<file path="src/rtl/noc_outport_arbiter.sv">
// noc_outport_arbiter: round-robin scheduler for one router output port.
// Picks one pending requester and latches its 32-bit head packet.
// Sends the packet MSB byte first as four bytes on put_out/payload_out.
// Pops the winner's queue in the cycle that carries the last byte.
//
// Handshake: a requester raises req[i] while its queue head is on
// pkt_in[32*i +: 32] and holds that head until pop[i] pulses. A grant happens
// only when free_downstream=1 at an IDLE edge, which promises room for the
// whole packet. Once granted, the four bytes leave on consecutive cycles with
// put_out=1 and are never stalled.
module noc_outport_arbiter #(
    parameter int NREQ = 5,
    parameter int IDXW = 3
) (
    input  logic               clock,
    input  logic               reset_n,
    input  logic [NREQ-1:0]    req,
    input  logic [NREQ*32-1:0] pkt_in,
    output logic [NREQ-1:0]    pop,
    input  logic               free_downstream,
    output logic               put_out,
    output logic [7:0]         payload_out,
    output logic               busy,
    output logic [IDXW-1:0]    grant_idx
);

    // The search window wraps around, so req is laid out twice end to end.
    // The last bit of the second copy is never reached.
    localparam int SW = $clog2(2 * NREQ - 1);

    typedef enum logic {IDLE = 1'b0, SEND = 1'b1} state_t;

    state_t            state;
    state_t            state_next;
    logic [1:0]        cnt;
    logic [31:0]       pkt_q;
    logic [IDXW-1:0]   rr_ptr;
    logic [2*NREQ-2:0] req_dbl;
    logic [SW-1:0]     sel;
    logic              found;
    logic [IDXW-1:0]   win;
    logic [31:0]       pkt_sel;
    logic              grant;

    assign req_dbl = {req[NREQ-2:0], req};
    assign grant   = (state == IDLE) && free_downstream && found;

    // Round-robin search: the first pending requester at or after rr_ptr, with wrap.
    always_comb begin
        found = 1'b0;
        win   = '0;
        sel   = '0;
        for (int k = 0; k < NREQ; k++) begin
            sel = SW'(int'(rr_ptr) + k);
            if (!found && req_dbl[sel]) begin
                found = 1'b1;
                win   = IDXW'((int'(rr_ptr) + k) % NREQ);
            end
        end
    end

    // Head-packet mux for the current search winner.
    always_comb begin
        pkt_sel = '0;
        for (int i = 0; i < NREQ; i++) begin
            if (win == IDXW'(i)) begin
                pkt_sel = pkt_in[32*i +: 32];
            end
        end
    end

    // State register. A reset mid-packet returns to IDLE without a pop.
    always_ff @(posedge clock) begin
        if (!reset_n) begin
            state <= IDLE;
        end else begin
            state <= state_next;
        end
    end

    // Next state. SEND always returns to IDLE after the last byte, which forces the gap cycle.
    always_comb begin
        state_next = state;
        case (state)
            IDLE:    if (grant) state_next = SEND;
            SEND:    if (cnt == 2'd0) state_next = IDLE;
            default: state_next = IDLE;
        endcase
    end

    // Datapath: latch the winner and advance the pointer on grant, then count the bytes down.
    always_ff @(posedge clock) begin
        if (!reset_n) begin
            cnt       <= 2'd0;
            pkt_q     <= 32'h0;
            grant_idx <= '0;
            rr_ptr    <= '0;
        end else if (grant) begin
            cnt       <= 2'd3;
            pkt_q     <= pkt_sel;
            grant_idx <= win;
            rr_ptr    <= (win == IDXW'(NREQ - 1)) ? '0 : win + 1'b1;
        end else if (state == SEND) begin
            cnt <= cnt - 1'b1;
        end
    end

    // Outputs decoded from registered state only; IDLE drives all zeros.
    always_comb begin
        put_out     = 1'b0;
        busy        = 1'b0;
        payload_out = 8'h00;
        pop         = '0;
        if (state == SEND) begin
            put_out = 1'b1;
            busy    = 1'b1;
            case (cnt)
                2'd3:    payload_out = pkt_q[31:24];
                2'd2:    payload_out = pkt_q[23:16];
                2'd1:    payload_out = pkt_q[15:8];
                default: payload_out = pkt_q[7:0];
            endcase
            if (cnt == 2'd0) begin
                pop = {{(NREQ-1){1'b0}}, 1'b1} << grant_idx;
            end
        end
    end

endmodule

</file>
<file path="config.mk">
export PLATFORM = sky130hd
export DESIGN_NAME = noc_outport_arbiter
export DESIGN_NICKNAME = d
export VERILOG_FILES = /design/src/rtl/noc_outport_arbiter.sv
export SDC_FILE = /design/constraint.sdc
export NUM_CORES = 1
export LEC_CHECK = 0
export CAP_MARGIN = 20
export CORE_ASPECT_RATIO = 0.8
export CORE_MARGIN = 2
export CORE_UTILIZATION = 37
export DETAILED_ROUTE_END_ITERATION = 10
export GPL_TIMING_DRIVEN = 0
export PLACE_DENSITY = 0.72
export SLEW_MARGIN = 20
export SYNTH_ARGS = -nofsm -noshare
export SYNTH_HDL_FRONTEND = slang
export SYNTH_SLANG_ARGS = --single-unit
</file>
<file path="constraint.sdc">
create_clock -name clock -period 9.05 [get_ports clock]
set_input_delay 1.3575 -clock clock [delete_from_list [all_inputs] [get_ports clock]]
set_output_delay 1.3575 -clock clock [all_outputs]
set_load 0.005 [all_outputs]
</file>
After elaboration in Yosys (flattened, before gate mapping)
Index checks and enable logic that the tools add are counted.
- flip-flop bits (word level): 41
- input port bits: 168
- output and inout port bits: 18
- logic and storage cells: 79
- add/sub/neg operators: 6
- divide/modulo/power cells: 5
- $lt $le $gt $ge: 5
- equal/unequal tests: 7
- shift operators: 1
- muxes and demuxes: 36
- bitwise gates (word level): 1
- reductions and logical operators: 13
- operators by type and width (cell ; number):
    32-bit two-way mux ; 5
    32-bit by 4-bit modulo with 32-bit output, second input constant ; 4
    4-bit by 4-bit modulo with 32-bit output, second input constant ; 1
    8-bit one-hot mux with 3 select lines ; 1
    4-bit by 5-bit less-than comparator with 1-bit output, second input constant ; 4
    3-bit two-way mux ; 6
    1-bit binary-select mux with 4-bit select ; 4
    1-bit two-way mux ; 13
    5-bit two-way mux ; 2
    3-bit by 2-bit adder with 4-bit output, second input constant ; 2
    8-bit two-way mux ; 1
    3-bit by 2-bit == test with 1-bit output, second input constant ; 2
    1-bit logical AND ; 6
    3-bit by 5-bit less-than comparator with 1-bit output, second input constant ; 1
    1-bit by 3-bit left shift with 5-bit output, first input constant ; 1
    3-bit by 1-bit adder with 4-bit output, second input constant ; 1
    3-bit by 3-bit adder with 4-bit output, second input constant ; 1
    2-bit == test, second input constant ; 2
    1-bit zero test ; 4
    2-bit two-way mux ; 2
    3-bit by 1-bit adder with 3-bit output, second input constant ; 1
    1-bit binary-select mux with 3-bit select ; 1
    3-bit by 1-bit == test with 1-bit output, second input constant ; 1
    3-bit == test, second input constant ; 1
    7 further kinds ; 7

Depth between registers and ports, before layout
Gate-level depths: netlist of run 1.
- word-level depth: 21
- gate-level depth with buffers: 28
- depth with buffers taken out: 24

Least setup slack after synthesis of run 1
No wires, ideal clock.
- path type: register to register
- start: reg rr_ptr[0]
- end: reg pkt_q[0]
- data arrival time: 5036 ps
- setup slack: 3927 ps
- stages on the path, launching flop included: 29
- path buffers: 5
- cell sequence: dfxtp_1 -> buf_6 -> buf_2 -> inv_1 -> ha_1 -> buf_2 -> inv_1 -> ha_1 -> nor2_1 -> a21oi_1 -> xnor2_1 -> ha_1 -> nor2b_1 -> o31ai_1 -> mux2_2 -> o22ai_1 -> mux2i_1 -> o211ai_1 -> inv_1 -> ha_1 -> clkbuf_1 -> nor2_1 -> clkbuf_1 -> a22oi_1 -> nor2_1 -> a21oi_1 -> nor2_1 -> a22oi_1 -> a221oi_2
- word-level cells in the longest chain between the ends: 21
- elaborated cells between the ends (all ways): 48
- those cells by class: 4 x add/sub; 5 x div; 4 x eq/ne; 25 x mux; 10 x reduce/logical
- RTL lines (item ; RTL line ; source):
    start: declaration ; 37 ; logic [IDXW-1:0] rr_ptr;
    start signal: assignment ; 102 ; rr_ptr <= (win == IDXW'(NREQ - 1)) ? '0 : win + 1'b1;
    parallel branches: the longest is 14 deep, another holds 32-bit by 4-bit modulo with 32-bit output ; -- ;
    3-bit two-way mux (*) ; 55 ; if (!found && req_dbl[sel]) begin
    via win[1] ; 41 ; logic [IDXW-1:0] win;
    3-bit zero test ; 66 ; if (win == IDXW'(i)) begin
    32-bit two-way mux (4 in a row) ; 66 ;
    32-bit two-way mux (*) ; 66 ;
    end signal: assignment ; 100 ; pkt_q <= pkt_sel;
    end: declaration ; 36 ; logic [31:0] pkt_q;
Mark *: on every way through the listed nets, which the timed path passes. The select of a mux whose other input is x is not followed.
A chain may end at the register's enable or synchronous reset.

Worst setup path in the final report of run 1
- start: reg rr_ptr[0]
- end: reg pkt_q[3]
Same word-level chain as after synthesis.

==> summary.md, run 1 <==
| Metric | Value |
|---|---|
| Max Slew Vio Count | `0` |
| Area taken by multi-input logic gates | `3430 um^2` |
| Number of vias per cell | `5.67` |
| Post-synth EDFFs | `0` |
| Least-Margin Pin Slew | `0.807 ns` |
| Status | `finished, final reports clean` |
| Distinct cells, synth | `73` |
| Hold Vio Cnt, Final | `0` |
| Warnings from Yosys | `0` |
| Fmax achieved | `141 MHz` |
| GRT Util Overall | `24.9%` |
| CTS tree | `yes` |
| Most common cell after layout, fill and taps aside | `clkdlybuf4s50_1` |
| Fraction of layout cells with a size suffix above 1 | `10.0%` |
| Highest-count cells in the layout ignoring fill and taps | `184 x clkdlybuf4s50_1, 86 x nor2_1, 64 x a22oi_1` |
| FILL cells | `1176` |
| Post-Route Setup TNS | `0 ns` |
| Layout area overhead | `46.3%` |
| Remaining DRCs | `0` |
| Vias | `5620` |
| Die Span Y | `105 um` |
| Unrepaired setup endpoints after global routing | `no` |
| WL/cell | `17.8 um` |
| Setup CP Type | `register to register` |
| Slew headroom | `46.0%` |
| Core footprint | `12700 um^2` |
| Setup bufs post-CTS | `0` |
| Width of the die | `131 um` |
| Floorplan row count | `37` |
| Clock Tree Buf Depth | `2` |
| Family with the most delay on the worst path | `buffers and inverters` |
| CP endpoint kind | `register` |
| Largest net degree at the start of global routing | `12` |
| Syn_nets | `826` |
| WL final | `17600 um` |
| Drt pass-1 iters | `8` |
| R2R Setup Slk | `1.95 ns` |
| Resized Gates After CTS | `0` |
| Clk slew on worst S/H paths | `0.06 ns` |
| Initial Utilization | `37.4%` |
| First-pass GRT wire length | `27000 um` |
| Clock sink count | `41` |
| Max cap viols | `0` |
| Final Setup Violations | `0` |
| Clock latency on the worst-skew pair | `0.28 ns` |
| Die area | `13800 um^2` |
| Synth Area per Inst | `7.60 um^2` |
| Post-Synthesis Cell Area | `4760 um^2` |
| Detail Placement HPWL | `14000 um` |
| Sequential Area | `821 um^2` |
| Fin crit period | `7.10 ns` |
| Startpoint type of the worst setup path | `register` |
| Seq/Total Area, Yosys | `17.2%` |
| Worst Path Max Fanout | `10` |
| Vias in the first global route | `5329` |
| H-tree depth | `2` |
| Part of the cycle the worst path needs | `78.5%` |
| Hold WC Path Type | `register to register` |
| Worst Skew | `0.00425 ns` |
| Ports | `186` |
| Flops & latches, synth | `41` |
| Data arrival, critical path | `7.30 ns` |
| Synthesized netlist cell count | `626` |
| Slowest Stage Delay on Critical Path | `0.69 ns` |
| Final antenna-violating net count | `0` |
| Grt ovf | `0` |
| Ys flop type | `dfxtp_1` |
| CP max stage cell | `nor2_1` |
| Number of diodes | `0` |
| Final Net Count | `1017` |
| Initial antenna violation count | `0` |
| RD Place Congestion | `0.879` |
| Num CTS Buffers | `5` |
| Clk root buf | `clkbuf_16` |
| Share of flip-flops with an asynchronous set or reset | `0%` |
| IO buf count | `184` |
| Crit path buffers/inverters | `8` |
| Post-CTS Hold Fix Bufs | `0` |
| 1st-iter DRT viols | `585` |
| Required @ worst endpoint | `9.25 ns` |
## registers in the layout, indices dropped and copies added (netlist names)
register / flops
cnt: 2
grant_idx: 3
pkt_q: 32
rr_ptr: 3
state: 1
## metrics by stage
stage / std cells / hold slack, ns / area (um^2) / setup slack, ns / util, %
floorplan: 626 / 0.510 / 4760 / 3.93 / -
CTS: 992 / 0.553 / 6960 / 2.11 / 54.7
global route: 992 / 0.582 / 6960 / 1.58 / 54.7
detailed placement: 985 / 0.542 / 6820 / 2.14 / 53.6
global placement: 985 / 0.523 / 6820 / 2.40 / 53.6
finish: 992 / 0.551 / 6960 / 1.95 / 54.7
## logic make-up (layout without fill, tap and decap cells)
kind of cell / Yosys count / count (layout) / share of synthesized area, %
flops: 41 / 41 / 17.2
mux: 16 / 16 / 3.94
simple gates: 164 / 164 / 16.5
xor+xnor: 5 / 5 / 1.47
fa+ha+maj: 32 / 32 / 8.57
compound gates: 256 / 256 / 41.6
buf+inv: 112 / 303 / 10.6
## area by class of cell
| type | instances | area share, % |
|---|---|---|
| Tap cell | 175 | 3.14 |
| Multi-Input combinational cell | 473 | 49.3 |
| Clock buffer | 7 | 2.05 |
| Sequential cell | 41 | 11.8 |
| Timing Repair Buffer | 184 | 26.5 |
| Inverter | 54 | 2.91 |
| Buffer | 58 | 4.37 |
## per-layer routing
| layer | up-vias | wire length, um | track usage (%) | part of all wire [%] |
|---|---|---|---|---|
| met5 | - | 0 | 0 | 0 |
| met1 | 2657 | 7810 | 34.1 | 44 |
| met4 | 0 | 173 | 4.33 | 0.98 |
| met3 | 17 | 1360 | 4.67 | 7.7 |
| li1 | 2698 | - | - | - |
| met2 | 248 | 8280 | 41.0 | 47 |
## cells in the mapped netlist, drive strengths merged, types with 4 or more instances
| library cell | count | area [um^2] |
|---|---|---|
| o21ai | 58 | 298 |
| nor2 | 86 | 323 |
| inv | 54 | 203 |
| a211oi | 7 | 52.6 |
| nand2 | 25 | 93.8 |
| o211ai | 4 | 35.0 |
| mux2i | 12 | 120 |
| a222oi | 8 | 80.1 |
| ha | 31 | 388 |
| a22oi | 64 | 480 |
| nor3 | 6 | 41.3 |
| nand3 | 4 | 25.0 |
| nor2b | 6 | 37.5 |
| and2 | 9 | 56.3 |
| nand2b | 5 | 31.3 |
| a221oi | 33 | 483 |
| dfxtp | 41 | 821 |
| o21a | 4 | 31.3 |
| clkbuf | 31 | 116 |
| or3 | 4 | 30.0 |
| a21oi | 50 | 262 |
| buf | 27 | 188 |
## path summary, 6_finish.rpt
path | startpoint | end | depth (start not counted)
min reg2reg | grant_idx[0] | grant_idx[0] | 2
max | rr_ptr[0] | pkt_q[3] | 28
max reg2reg | rr_ptr[0] | pkt_q[3] | 28
min | grant_idx[0] | grant_idx[0] | 2
## worst reg2reg max path: cells and delay by family, from the launching register on
family / cells / cell delay, ns
multiplexers: 2 / 0.52
adder cells (fa/ha/maj): 4 / 1.07
buffers and inverters: 8 / 1.86
AO/OA/AOI/OAI: 8 / 1.69
AND/OR/NAND/NOR: 5 / 1.24
XOR/XNOR: 1 / 0.19
flip-flops: 1 / 0.47
Power of run 1 is left out: the tool's default activity adds up to more than one toggle a clock period on the data nets, which glitch-free logic cannot reach.
==> run 2, diff against run 1 <==
--- a/config.mk
+++ b/config.mk
@@ -11,7 +11,7 @@
 export CORE_UTILIZATION = 37
 export DETAILED_ROUTE_END_ITERATION = 10
 export GPL_TIMING_DRIVEN = 0
-export PLACE_DENSITY = 0.72
+export PLACE_DENSITY = 0.74
 export SLEW_MARGIN = 20
 export SYNTH_ARGS = -nofsm -noshare
 export SYNTH_HDL_FRONTEND = slang
==> constraint.sdc (replaced) <==
create_clock -name clock -period 6.26 [get_ports clock]
set_input_delay 0.939 -clock clock [delete_from_list [all_inputs] [get_ports clock]]
set_output_delay 0.939 -clock clock [all_outputs]
set_load 0.005 [all_outputs]
==> summary.md, run 2 (synthesized netlist as in run 1, its figures left out) <==
| Metric | Value |
|---|---|
| IO buf count | `184` |
| Most common cell after layout, fill and taps aside | `clkdlybuf4s50_1` |
| CTS tree | `yes` |
| Die Span Y | `105 um` |
| Hold Vio Cnt, Final | `0` |
| Detail Placement HPWL | `13200 um` |
| Number of vias per cell | `5.51` |
| Initial antenna violation count | `0` |
| Final Net Count | `1019` |
| Critical Path End | `pkt_q[8]` |
| Setup CP Type | `register to register` |
| FILL cells | `1210` |
| Worst Skew | `0.00555 ns` |
| Slew headroom | `58.9%` |
| Vias in the first global route | `4970` |
| Grt ovf | `0` |
| Area taken by multi-input logic gates | `3450 um^2` |
| Core footprint | `12700 um^2` |
| Max Slew Vio Count | `0` |
| Clock latency on the worst-skew pair | `0.28 ns` |
| H-tree depth | `2` |
| Top reg by flops | `pkt_q` |
| Largest net degree at the start of global routing | `13` |
| Drt pass-1 iters | `7` |
| CP endpoint kind | `register` |
| Layout area overhead | `48.2%` |
| Least-Margin Pin Slew | `0.612 ns` |
| WL/cell | `16.8 um` |
| Fin crit period | `5.99 ns` |
| R2R Setup Slk | `0.27 ns` |
| Reg-to-reg startpoint | `rr_ptr[0]` |
| Clk root buf | `clkbuf_16` |
| Clock Tree Buf Depth | `2` |
| Post-CTS Hold Fix Bufs | `0` |
| GRT Util Overall | `23.3%` |
| Startpoint type of the worst setup path | `register` |
| 1st-iter DRT viols | `484` |
| Fraction of layout cells with a size suffix above 1 | `12.2%` |
| R2R Path End | `pkt_q[8]` |
| Floorplan row count | `37` |
| Max VDD drop | `0.444 mV` |
| Worst r2r path cells | `27` |
| Hold WC Path Type | `register to register` |
| Worst Path Max Fanout | `10` |
| Max cap viols | `0` |
| First-pass GRT wire length | `25500 um` |
| Remaining DRCs | `0` |
| Clk slew on worst S/H paths | `0.06 ns` |
| RD Place Congestion | `0.886` |
| Fin cells | `995` |
| Clock sink count | `41` |
| Die area | `13800 um^2` |
| Vias | `5483` |
| Sequential Area | `822 um^2` |
| Status | `finished, final reports clean` |
| Setup crit start | `rr_ptr[0]` |
| Initial Utilization | `37.4%` |
| Ports | `186` |
| P per Cell Area | `707 nW/um^2` |
| Placed cell count | `985` |
| Num CTS Buffers | `5` |
| Overall Power | `4990 uW` |
| Final Setup Violations | `0` |
| Part of the cycle the worst path needs | `95.7%` |
| Data arrival, critical path | `6.14 ns` |
| WL final | `16700 um` |
| Number of diodes | `0` |
| Required @ worst endpoint | `6.42 ns` |
| Width of the die | `131 um` |
| Static leakage | `0.00287 uW` |
| Regs by FF count | `pkt_q: 32 flops, grant_idx: 3 flops, rr_ptr: 3 flops` |
| Max FFs per register | `32` |
| Final antenna-violating net count | `0` |
| Fmax achieved | `167 MHz` |
| Final core occ | `55.4%` |
| Highest-count cells in the layout ignoring fill and taps | `184 x clkdlybuf4s50_1, 85 x nor2_1, 64 x a22oi_1` |
run 2: stage by stage:
step / worst slack, ns / hold WS (ns) / area (um^2) / setup TNS [ns]
2_1_floorplan: 1.14 / 0.510 / 4760 / 0
3_3_place_gp: -0.380 / 0.531 / 6820 / -10.16
3_5_place_dp: -0.370 / 0.538 / 6820 / -10.03
4_1_cts: 0.0668 / 0.546 / 7020 / 0
5_1_grt: -0.0318 / 0.594 / 7060 / -0.0937
6_report: 0.271 / 0.540 / 7060 / 0
run 2: where the power goes:
| part | switching, uW | internal, uW |
|---|---|---|
| clock | 104 | 199 |
| sequential | 85.9 | 361 |
| combinational | 2550 | 1680 |
| total | 2740 | 2250 |
run 2: metal layers:
layer,part of all wire [%],GRT usage (%)
met2,46,36.3
met5,0,0
met3,6.0,4.11
met4,2.1,5.78
met1,45,33.2
run 2: cell type report:
| type | instances | area share (%) |
|---|---|---|
| repair buffers | 188 | 26.5 |
| well taps | 175 | 3.10 |
| multi-input cells | 473 | 48.9 |
| plain buffers | 56 | 4.42 |
| clock buffers | 7 | 2.02 |
| inverters | 54 | 2.93 |
| clock inverters | 1 | 0.426 |
| flip-flops and latches | 41 | 11.7 |
run 2: worst max-delay path, cell delays in order (launching register included):
cell and delay, ns:
dfxtp_2 0.40, buf_6 0.16, buf_2 0.24, clkinvlp_4 0.15, buf_4 0.15, ha_1 0.17, buf_2 0.20, xor2_4 0.33
ha_1 0.23, nor2_1 0.07, a21oi_1 0.24, xnor2_2 0.12, ha_1 0.23, nor2b_1 0.15, o31ai_2 0.32, mux2_2 0.37
o22ai_1 0.17, mux2i_1 0.12, o211ai_1 0.19, buf_4 0.15, buf_4 0.11, ha_1 0.13, ha_1 0.13, buf_1 0.45
clkbuf_1 0.39, nor2_1 0.10, a22oi_1 0.27, a221oi_2 0.09
run 2: worst min-delay path by stage:
| stage | start | to | slack [ns] | cells past startpoint |
|---|---|---|---|---|
| finish | grant_idx[0] | grant_idx[0] | 0.54 | 2 |
| CTS | grant_idx[0] | grant_idx[0] | 0.55 | 2 |
| detailed placement | grant_idx[0] | grant_idx[0] | 0.54 | 2 |
| global placement | grant_idx[0] | grant_idx[0] | 0.53 | 2 |
| floorplan | grant_idx[0] | grant_idx[0] | 0.51 | 2 |
| global route | grant_idx[0] | grant_idx[0] | 0.59 | 2 |
run 2: repair_timing:
item                                    4_1_cts  5_1_grt
buffers inserted                              2        2
endpoints found under the hold margin         0        0
endpoints found under the setup margin       32       32
pin swaps                                     1        1
gates resized for setup                       5       16
(Power assumes the default switching activity.)
==> run 3, diff against run 2 <==
--- a/config.mk
+++ b/config.mk
@@ -9,6 +9,7 @@
 export CORE_ASPECT_RATIO = 0.8
 export CORE_MARGIN = 2
 export CORE_UTILIZATION = 37
+export CTS_CLUSTER_SIZE = 12
 export DETAILED_ROUTE_END_ITERATION = 10
 export GPL_TIMING_DRIVEN = 0
 export PLACE_DENSITY = 0.74
==> results of run 3 <==
Final layout, timing and power as in run 2 (identical DEF).
==> patch 1: new RTL, config.mk and constraints of run 3 <==
Make the reset (`reset_n`) asynchronous in 2 clocked blocks.
--- a/src/rtl/noc_outport_arbiter.sv
+++ b/src/rtl/noc_outport_arbiter.sv
@@ -71,5 +71,5 @@
 
     // State register. A reset mid-packet returns to IDLE without a pop.
-    always_ff @(posedge clock) begin
+    always_ff @(posedge clock or negedge reset_n) begin
         if (!reset_n) begin
             state <= IDLE;
@@ -90,5 +90,5 @@
 
     // Datapath: latch the winner and advance the pointer on grant, then count the bytes down.
-    always_ff @(posedge clock) begin
+    always_ff @(posedge clock or negedge reset_n) begin
         if (!reset_n) begin
             cnt       <= 2'd0;
Function: differs if reset_n is asserted again (counterexample within 4 cycles, from zero or initial values and one cycle with reset_n low); with reset_n held inactive, the same outputs for 4 cycles.
==> patch 1 against run 3 <==
  * Sequential cell count unchanged
  * Area after synthesis rose by 5.6%
  * Count of clock-buffer cells in the layout down 1
  * Setup slack improved by 0.15 ns
  * Wire length grew 13%
  * Design area increased by 4.1%
  * Maximum frequency increased by 2.5%
  * Critical path type unchanged
  * Largest cell class unchanged
Power is left out: the tool's default activity adds up to more than one toggle a clock period on the data nets, which glitch-free logic cannot reach.
==> patch 1: results (changes against run 3) <==
## Setup path
- Crit-path slowest cell: dfrtp_1
- Largest stage delay, worst path: 0.47 ns, +0.02 ns
- WP data arrival: 6.07 ns, -0.07 ns
- Reg2Reg Launch Point: rr_ptr[1]
- family with the most delay on the worst path: buffers and inverters
- register-to-register setup slack: 0.42 ns, +0.15 ns
- length in cells of the worst reg-to-reg path: 25, -7.4%

## Synth
- async set or reset register ratio after synthesis: 100.0%, +100 points
- syn nets: 802, -2.9%
- Primary FF master, synth: dfrtp_1
- post-synthesis sequential area ratio: 20.41%, +3.2 points
- Synth area leaders: dfrtp_1 (20%), o41ai_2 (9.1%), ha_1 (7.7%)
- count of distinct cell types in the synthesized netlist: 75, +2.7%

## Timing
- Rel. slew slack: 53.46%, -5.4 points
- final clock skew: 0.006300 ns, +0.0007537 ns

## Drt
- total length of routed wires: 18.83 mm, +13%
- detailed-router iteration count before antenna repair: 5, -2
- Iter 0 DRT Violations: 456, -5.8%
- Via-to-Cell Ratio: 5.833, +5.9%

## Worst hold path
- HP Start: cnt[0]
- cell count of the worst hold path: 1, -1

## Placement
- DP Area: 0.007126 sq mm, +4.5%
- detailed-placement wirelength estimate: 15.34 mm, +16%
- weighted congestion at the end of routability-driven global placement: 0.9224, +4.1%
- input/output buffers: 185, +0.54%

## GRT
- number of global-route vias before repair: 5715, +15%
- first-pass GRT wire length: 28.90 mm, +13%
- number of antenna violations at the first check in global routing: 1, +1
- all-layer global routing usage: 25.02%, +1.8 points
- maximum number of pins on one net before global-route repair: 23, +10

## Clocking
- maximum level of the CTS H-tree: 2, unchanged

## Status
- run status: finished, final reports clean

## Layout
- number of filler instances in the final layout: 1220, +0.83%
- layout cell share with drive strength beyond 1: 13.03%, +0.84 points
- NumNets Final: 997, -2.2%

-- patch 1: timing repair --
item | 4_1_cts | 5_1_grt
setup endpoints to repair | 30 | 32
resized for setup | 3 | 14
buffers inserted | 0 | 4
hold endpoints to repair | 0 | 0
-- patch 1: layer usage --
layer  vias to the layer above  part of all wire (%)  track usage [%]
li1                       2702                     -                -
met1                      2701                    44            33.50
met2                       270                    47            42.13
met3                        30                   8.0            4.876
met4                         2                   1.6            5.263
met5                         -                 0.058                0
-- patch 1: layout make-up --
cell class	count	area [sq um]	area share, %
inverter	26	101.3	1.380
clock inverter	2	38.79	0.5282
tap	180	225.2	3.067
clock buffer	6	128.9	1.755
multi-input combinational	472	3576	48.70
timing repair buffer	190	1904	25.93
buffer	61	342.8	4.669
sequential	41	1026	13.97
-- patch 1: final timing paths --
check	endpoint
min	cnt[0]
min in group asynchronous	pkt_q[28]
max in group asynchronous	pkt_q[9]
max	pkt_q[29]
min reg2reg	cnt[0]
max reg2reg	pkt_q[29]
-- patch 1: kinds of logic after synthesis --
kind of cell | Yosys count | synth area share (%)
AOI/OAI and AO/OA | 226 | 38.01
and+or+nand+nor | 200 | 21.24
buffers and inverters | 89 | 8.738
DFF | 41 | 20.41
adders and majority gates | 32 | 8.115
muxes | 8 | 2.141
xor gates and xnor gates | 6 | 1.344
-- patch 1: metrics by stage --
step	worst slack [ns]	setup TNS [ns]	std cells	util [%]	hold WS, ns
floorplan	1.355	0	602	-	0.5013
global placement	0.06495	0	967	52.98	0.5226
detailed placement	-0.1048	-1.119	968	53.14	0.5352
CTS	0.007072	0	976	54.41	0.5624
global route	-0.001813	-0.001813	978	54.77	0.5830
finish	0.4184	0	978	54.77	0.5557
==> patch 2: new RTL, settings of run 3 <==
Made on the original files. Change the parameter `IDXW` from 3 to 2.
--- a/src/rtl/noc_outport_arbiter.sv
+++ b/src/rtl/noc_outport_arbiter.sv
@@ -11,5 +11,5 @@
 module noc_outport_arbiter #(
     parameter int NREQ = 5,
-    parameter int IDXW = 3
+    parameter int IDXW = 2
 ) (
     input  logic               clock,
Ports: changed (resized grant_idx); port bits go from 186 to 185. The function was not compared with the original's and may differ.
==> patch 2 against run 3 <==
  * First-iteration DRC count decreased by 45%
  * Setup slack better by 1.3 ns
  * Sequential cell count fell by 2
  * Power down 65%
  * Area after synthesis decreased by 30%
  * Hold slack got worse by 0.039 ns
  * Design area is 27% lower
  * Sequential power decreased by 24%
  * Wire length is 24% lower
  * Synthesized cell count down 31%
  * Largest cell class unchanged
==> patch 2: results (changes against run 3) <==
## Status
- run status: finished, final reports clean

## Clocking
- Resize count post-CTS: 0, -5
- post-CTS repair timing setup buffer count: 0, -2

## Setup path
- Largest stage delay, worst path: 0.57 ns, +0.12 ns
- Crit-path slowest cell: mux4_2
- WP data arrival: 4.90 ns, -1.24 ns

## Synth
- mux contribution to synthesized area: 5.957%, +2.0 points
- syn nets: 615, -26%
- share of synthesized cell area in full adder, half adder and majority cells: 5.245%, -3.3 points
- synthesized-area fraction occupied by ao, oa, aoi and oai cells: 35.22%, -6.4 points
- post-synthesis sequential area ratio: 23.38%, +6.1 points

## Power and ir drop
- cell-internal power: 927.0 uW, -59%
- net load switching power: 799.0 uW, -71%
- combinational group power: 1120 uW, -74%
- power consumed by sequential cells: 339 uW, -24%
- LEAKAGE: 0.002132 uW, -26%

## GRT
- number of global-route vias before repair: 3799, -24%
- all-layer global routing usage: 25.95%, +2.7 points

## Timing
- final clock skew: 0.005363 ns, -0.0001827 ns
- transition at the pin with the smallest max-transition slack: 0.5432 ns, -0.06867 ns

## Placement
- Cell Count Post-Placement: 695, -29%
- pre-CTS setup slack: 1.378 ns, +1.748 ns
- weighted congestion at the end of routability-driven global placement: 0.9335, +5.4%

## Drt
- total routed wire length on the met1 layer: 5.797 mm, -24%
- routed length on met2: 5.695 mm, -27%
- Via-to-Cell Ratio: 5.616, +1.9%
- Routed met3 length: 1.109 mm, +10%
- Iter 0 DRT Violations: 264, -45%

## Layout
- final non-filler cell total: 704, -29%
- layout cell share with drive strength beyond 1: 4.907%, -7.3 points
- number of filler instances in the final layout: 792, -35%

[patch 2: cell count changes in the layout (fill, tap and decap cells not counted), sizes merged, moves of 15 or more]
cell           change
clkdlybuf4s50     -34
a22oi             -64
nor2              -84
a21oi             +15
a221oi            -33
nand2             +58
inv               -45
nand3b            +29
o21ai             -49
o211a             +34
ha                -17
o211ai            +28
[patch 2: path summary, 6_finish.rpt]
path	slack, ns	from	end	cells past startpoint
max	1.57	req[0]	pkt_q[28]	14
min reg2reg	0.50	pkt_q[0]	pkt_q[0]	1
max reg2reg	1.65	rr_ptr[0]	pkt_q[28]	19
min	0.50	pkt_q[0]	pkt_q[0]	1
[patch 2: final cells by class]
| class | instances | share of cell area (%) |
|---|---|---|
| antenna | 1 | 0.04865 |
| buffer | 48 | 4.427 |
| clock buffer | 7 | 2.968 |
| clock inverter | 1 | 0.1459 |
| inverter | 8 | 0.5838 |
| multi-input combinational | 338 | 44.73 |
| sequential | 39 | 15.18 |
| tap | 112 | 2.724 |
| timing repair buffer | 150 | 29.19 |
